$ cat config.mk
export PLATFORM = sky130hd
export DESIGN_NAME = angle_range_reducer
export DESIGN_NICKNAME = d
export VERILOG_FILES = /design/src/rtl/angle_range_reducer.sv
export SDC_FILE = /design/constraint.sdc
export NUM_CORES = 1
export LEC_CHECK = 0
export ABC_AREA = 1
export BUFFER_PORTS_ARGS = -buffer_cell sky130_fd_sc_hd__buf_2
export CAP_MARGIN = 15
export CORE_MARGIN = 1.5
export CORE_UTILIZATION = 46
export CTS_BUF_LIST = sky130_fd_sc_hd__clkbuf_8
export DETAILED_ROUTE_END_ITERATION = 12
export GPL_TIMING_DRIVEN = 1
export PLACE_DENSITY = 0.65
export REMOVE_ABC_BUFFERS = 1
export SETUP_SLACK_MARGIN = 0.4
export SLEW_MARGIN = 25
export SYNTH_ARGS = -nofsm -noshare
export SYNTH_HDL_FRONTEND = slang
export SYNTH_SLANG_ARGS = --single-unit
$ cat constraint.sdc
create_clock -name clk -period 4.3 [get_ports clk]
set_input_delay 0.215 -clock clk [delete_from_list [all_inputs] [get_ports clk]]
set_output_delay 0.215 -clock clk [all_outputs]
set_load 0.01 [all_outputs]
$ cat src/rtl/angle_range_reducer.sv
// Purpose : reduces an integer angle (degrees) mod 360 and folds it into 0..90 plus a 2-bit quadrant for the trig LUTs.
// Latency : ITER+1 edges from acceptance to out_valid (ITER+2 with ANGLE_SIGNED_EN defined).
// Backpr. : in_ready is high only when idle; in_valid is ignored while busy; the output pulse is not held.
//
// Ports:
//   clk        rising-edge clock
//   reset_n    synchronous reset, ACTIVE-HIGH despite the name (1 at an edge clears the block)
//   in_valid   angle_in is valid; accepted when in_ready is also high
//   in_ready   block is idle (forced low while reset_n is asserted)
//   angle_in   angle in degrees (unsigned, or two's complement with ANGLE_SIGNED_EN)
//   out_valid  one-cycle pulse, drives the LUT enable
//   angle_out  folded angle 0..90, held until the next result
//   quadrant   0..3 LUT quadrant code, held until the next result
//
// Optional feature macro: ANGLE_SIGNED_EN (signed input, adds a NEG_FIX cycle).

module angle_range_reducer #(
  parameter int DATA_WIDTH = 16,
  parameter int ITER       = 8
) (
  input  logic                  clk,
  input  logic                  reset_n,
  input  logic                  in_valid,
  output logic                  in_ready,
  input  logic [DATA_WIDTH-1:0] angle_in,
  output logic                  out_valid,
  output logic [DATA_WIDTH-1:0] angle_out,
  output logic [1:0]            quadrant
);

  // Remainder is wide enough to hold 360 shifted by the largest step.
  localparam int RW = DATA_WIDTH + 9;
  localparam int KW = (ITER > 1) ? $clog2(ITER) : 1;
  localparam logic [RW-1:0] MOD = RW'(360);

  typedef enum logic [1:0] {
    IDLE    = 2'd0,
    REDUCE  = 2'd1,
    FOLD    = 2'd2
`ifdef ANGLE_SIGNED_EN
    ,
    NEG_FIX = 2'd3
`endif
  } state_t;

  state_t                  state_q, state_d;
  logic [RW-1:0]           r_q, r_d;
  logic [KW-1:0]           k_q, k_d;
  logic                    out_valid_q, out_valid_d;
  logic [DATA_WIDTH-1:0]   angle_out_q, angle_out_d;
  logic [1:0]              quadrant_q, quadrant_d;
`ifdef ANGLE_SIGNED_EN
  logic                    neg_q, neg_d;
  logic [DATA_WIDTH-1:0]   mag;
`endif

  logic [RW-1:0]           sub;
  logic [8:0]              r9;
  logic [8:0]              fold_ang;
  logic [1:0]              fold_q;

  assign in_ready  = (state_q == IDLE) && !reset_n;
  assign out_valid = out_valid_q;
  assign angle_out = angle_out_q;
  assign quadrant  = quadrant_q;

  // Restoring step divisor for the current iteration.
  assign sub = MOD << k_q;

  // Once reduction finishes r < 360, so the low 9 bits carry the whole value.
  assign r9 = r_q[8:0];

  always_comb begin
    fold_ang = r9;
    fold_q   = 2'd0;
    if (r9 < 9'd90) begin
      fold_ang = r9;
      fold_q   = 2'd0;
    end else if (r9 < 9'd180) begin
      fold_ang = 9'd180 - r9;
      fold_q   = 2'd1;
    end else if (r9 < 9'd270) begin
      fold_ang = r9 - 9'd180;
      fold_q   = 2'd2;
    end else begin
      fold_ang = 9'd360 - r9;
      fold_q   = 2'd3;
    end
  end

  always_comb begin
    state_d     = state_q;
    r_d         = r_q;
    k_d         = k_q;
    out_valid_d = 1'b0;
    angle_out_d = angle_out_q;
    quadrant_d  = quadrant_q;
`ifdef ANGLE_SIGNED_EN
    neg_d       = neg_q;
    // Magnitude of a negative input; the most negative value still fits unsigned.
    mag         = angle_in[DATA_WIDTH-1] ? (DATA_WIDTH'(0) - angle_in) : angle_in;
`endif

    case (state_q)
      IDLE: begin
        if (in_valid && in_ready) begin
`ifdef ANGLE_SIGNED_EN
          neg_d = angle_in[DATA_WIDTH-1];
          r_d   = RW'(mag);
`else
          r_d   = RW'(angle_in);
`endif
          k_d     = KW'(ITER - 1);
          state_d = REDUCE;
        end
      end

      REDUCE: begin
        if (r_q >= sub) begin
          r_d = r_q - sub;
        end
        if (k_q == '0) begin
`ifdef ANGLE_SIGNED_EN
          state_d = NEG_FIX;
`else
          state_d = FOLD;
`endif
        end else begin
          k_d = k_q - KW'(1);
        end
      end

`ifdef ANGLE_SIGNED_EN
      // Convert the magnitude remainder into a true modulo for negative inputs.
      NEG_FIX: begin
        if (neg_q && (r_q != '0)) begin
          r_d = MOD - r_q;
        end
        state_d = FOLD;
      end
`endif

      FOLD: begin
        out_valid_d = 1'b1;
        angle_out_d = DATA_WIDTH'(fold_ang);
        quadrant_d  = fold_q;
        state_d     = IDLE;
      end

      default: begin
        state_d = IDLE;
      end
    endcase
  end

  always_ff @(posedge clk) begin
    if (reset_n) begin
      state_q     <= IDLE;
      r_q         <= '0;
      k_q         <= '0;
      out_valid_q <= 1'b0;
      angle_out_q <= '0;
      quadrant_q  <= 2'd0;
`ifdef ANGLE_SIGNED_EN
      neg_q       <= 1'b0;
`endif
    end else begin
      state_q     <= state_d;
      r_q         <= r_d;
      k_q         <= k_d;
      out_valid_q <= out_valid_d;
      angle_out_q <= angle_out_d;
      quadrant_q  <= quadrant_d;
`ifdef ANGLE_SIGNED_EN
      neg_q       <= neg_d;
`endif
    end
  end

endmodule

==> flow_summary.toml <==
[logic_synthesis]
yosys_warnings = 0
syn_area_sq_mm = 0.00356
synthArstFlopShare_pct = 0
ys_seq_elements = 42
post_synth.cell_area_avg_sq_um = 5.86
synth_top_cell_area_share_pct = 23.6
synth_ff_type = "dfxtp_1"
synthTopCellsByArea = "dfxtp_1 24%, nand2_1 18%, ha_1 9.5%, nor2_1 9.3%, inv_1 9.2%"
yosys.area.top_type = "dfxtp_1"
ys_seq_area_share_pct = 23.6
synth_edf_count = 0
synth_cells = 608
ys_types = 36

[clocking]
cts.sinks = 42
cts_setup_buffers = 0
tritoncts = "built"
clk_pin_slew_ns = 0.09
clk_latency_ns = 0.30
cts_resized = 0
ctsHoldBuffers = 0
cts_inserted_buffers = 5
htreeDepth = 2
root_buffer = "clkbuf_8"
clk_path_buf_depth = 2

[worst_setup_path]
slowest_stage = "a21oi_2"
start_kind = "register"
timing.critical_path.buf_inv = 1
criticalPathCategory = "register to register"
crit_cells = 14
required_ns = 4.54
max_stage_delay_ns = 0.82
reg2reg_slack_ns = 1.05
cp_cell_sequence = "inv_1 > ha_1 > or2_2 > ha_1 > nand2_1 > nor2_1 > nand2_1 > nand3_2 > nand3_2 > a21oi_2 > nand2_2 > nand2_1 > nand2_1 > nor2_1"
crit_top_cell = "nand2_1"
cp_data_arrival_time_ns = 3.49
end_kind = "register"
r2r_cells = 14
r2r_start = "k_q[0]$_SDFFE_PP0P_"
rr_endpoint = "r_q[21]$_SDFFE_PP0P_"
critPathMaxFanout = 20
crit_family = "simple AND/OR/NAND/NOR gates"

[routing]
vias = 3631
drc = 0
drt_iter0_drc = 117
detail-route-antenna-nets = 0
drtPass1Iterations = 5
drt-vias-per-instance = 4.98
post_drt_wl_per_cell_um = 12.9
wl_um = 9400

[timing]
maxSlewViolCount = 0
fin_crit_sh_pct = 75.6
fin_crit_ns = 3.25
max_freq_mhz = 308
hold_viol = 0
setup_ws_ns = 1.05
tightest_slew_ns = 1.01
setup_viol = 0
maxSlewHeadroom_pct = 32.7
grt_setup_unrepaired = "false"
finClkSkew_ns = 0.00556
fin_setup_tns_ns = 0

[cells_and_area]
area_delta_synth_final_pct = 7.34
n_antenna_cell = 0
layout_common_cells = "175 x nand2_1, 88 x nor2_1, 87 x inv_1"
nNetsFinal = 675
final_common_cell = "nand2_1"
drive_gt1_share_pct = 9.84
stdcell_area_sq_mm = 0.00382

[power]
power_density_mw_per_mm2 = 369
ir_drop_mv = 0.177
power.leakage_nw = 2.04

[die]
die_area_sq_mm = 0.00828
die_h_um = 91.0
io_pins = 39
die_w_um = 91.0
rows = 31
core_area_sq_mm = 0.00737
start_util_pct = 48.4

[placed_design]
place.gp.congestion = 0.920
hpwl_um = 7170
dpl-instance-area_sq_mm = 0.00373
numPortBuffers = 31
dpl_worst_slack_ns = 1.07

[global_routing]
grtUsageTotal_pct = 23.8
antenna_found_initial = 0
grt_pass1_vias = 3541
grt-ovfl-total = 0
grt_max_degree = 22
grt_pass1_wl_um = 16100

[worst_hold_path]
whs_endpoint = "r_q[2]$_SDFFE_PP0P_"
holdCritPathClass = "input pin to register"
hp-start = "angle_in[2]"
hold_depth = 3

[outcome]
status = "finished clean"

[run]
cap_viol_max_count = 0
[state kept, by name, summed over array words and instances, names as in the netlist]
| name | count |
|---|---|
| angle_out | 9 |
| k_q | 3 |
| out_valid | 1 |
| quadrant | 2 |
| r_q | 25 |
| state_q | 2 |
[Yosys cell counts, drive strengths merged, types with 4 or more instances]
| cell type | count |
|---|---|
| buf | 18 |
| ha | 27 |
| nand3 | 36 |
| inv | 91 |
| a21oi | 39 |
| o21ai | 40 |
| dfxtp | 42 |
| clkbuf | 6 |
| nand2 | 182 |
| nor2 | 91 |
| nand4 | 9 |
| xor2 | 4 |
[worst register-to-register path: stages, from the launching register on]
cell	delay, ns
dfxtp_1	0.45
inv_1	0.15
ha_1	0.23
or2_2	0.27
ha_1	0.35
nand2_1	0.09
nor2_1	0.17
nand2_1	0.09
nand3_2	0.09
nand3_2	0.11
a21oi_2	0.82
nand2_2	0.12
nand2_1	0.10
nand2_1	0.05
nor2_1	0.09
[cell type report]
cell class	instances	area, sq um
fill	813	3540
sequential	42	841
multi-input combinational	457	2260
timing repair buffer	32	163
clock inverter	3	23.8
inverter	91	342
clock buffer	5	68.8
tap	99	124
[logic make-up (layout without fill, tap and decap cells)]
family	after synthesis	in the layout	share of synthesized area [%]
AND/OR/NAND/NOR	326	326	38.0
buffers and inverters	115	131	13.5
AO/OA/AOI/OAI	88	88	13.0
flip-flops	42	42	23.6
adder cells (fa/ha/maj)	27	27	9.48
XOR/XNOR	7	7	1.72
multiplexers	2	2	0.597
other	1	7	0.105
[worst max path at each step]
stage / from / to
4_1_cts: k_q[0]$_SDFFE_PP0P_ / r_q[21]$_SDFFE_PP0P_
6_report: k_q[0]$_SDFFE_PP0P_ / r_q[21]$_SDFFE_PP0P_
5_1_grt: k_q[0]$_SDFFE_PP0P_ / r_q[21]$_SDFFE_PP0P_
3_3_place_gp: k_q[0]$_SDFFE_PP0P_ / r_q[21]$_SDFFE_PP0P_
3_5_place_dp: k_q[0]$_SDFFE_PP0P_ / r_q[21]$_SDFFE_PP0P_
2_1_floorplan: k_q[0]$_SDFFE_PP0P_ / r_q[21]$_SDFFE_PP0P_
[report_power, final]
| part | switching, W | internal, W | total, W |
|---|---|---|---|
| Combinational | 0.000453 | 0.000222 | 0.000675 |
| Sequential | 0.0000407 | 0.000423 | 0.000464 |
| Clock | 0.000156 | 0.000116 | 0.000272 |
[per-stage QoR]
step	std cells	hold slack (ns)	util [%]	power, W
finish	729	0.194	51.9	0.00141
CTS	729	0.195	51.9	0.00142
global placement	721	0.453	50.6	0.00113
floorplan	590	0.284	-	0.000974
global route	729	0.215	51.9	0.00155
detailed placement	721	0.455	50.6	0.00114
[layer usage]
layer	routed length [um]	part of all wire, %	GRT usage [%]	vias up
met4	272	2.9	9.11	0
met1	4290	46	27.5	1602
met3	330	3.5	3.18	21
met5	0	0	0	-
li1	-	-	-	1937
met2	4500	48	43.8	71
Note: power is estimated with default switching activity, not from simulation.
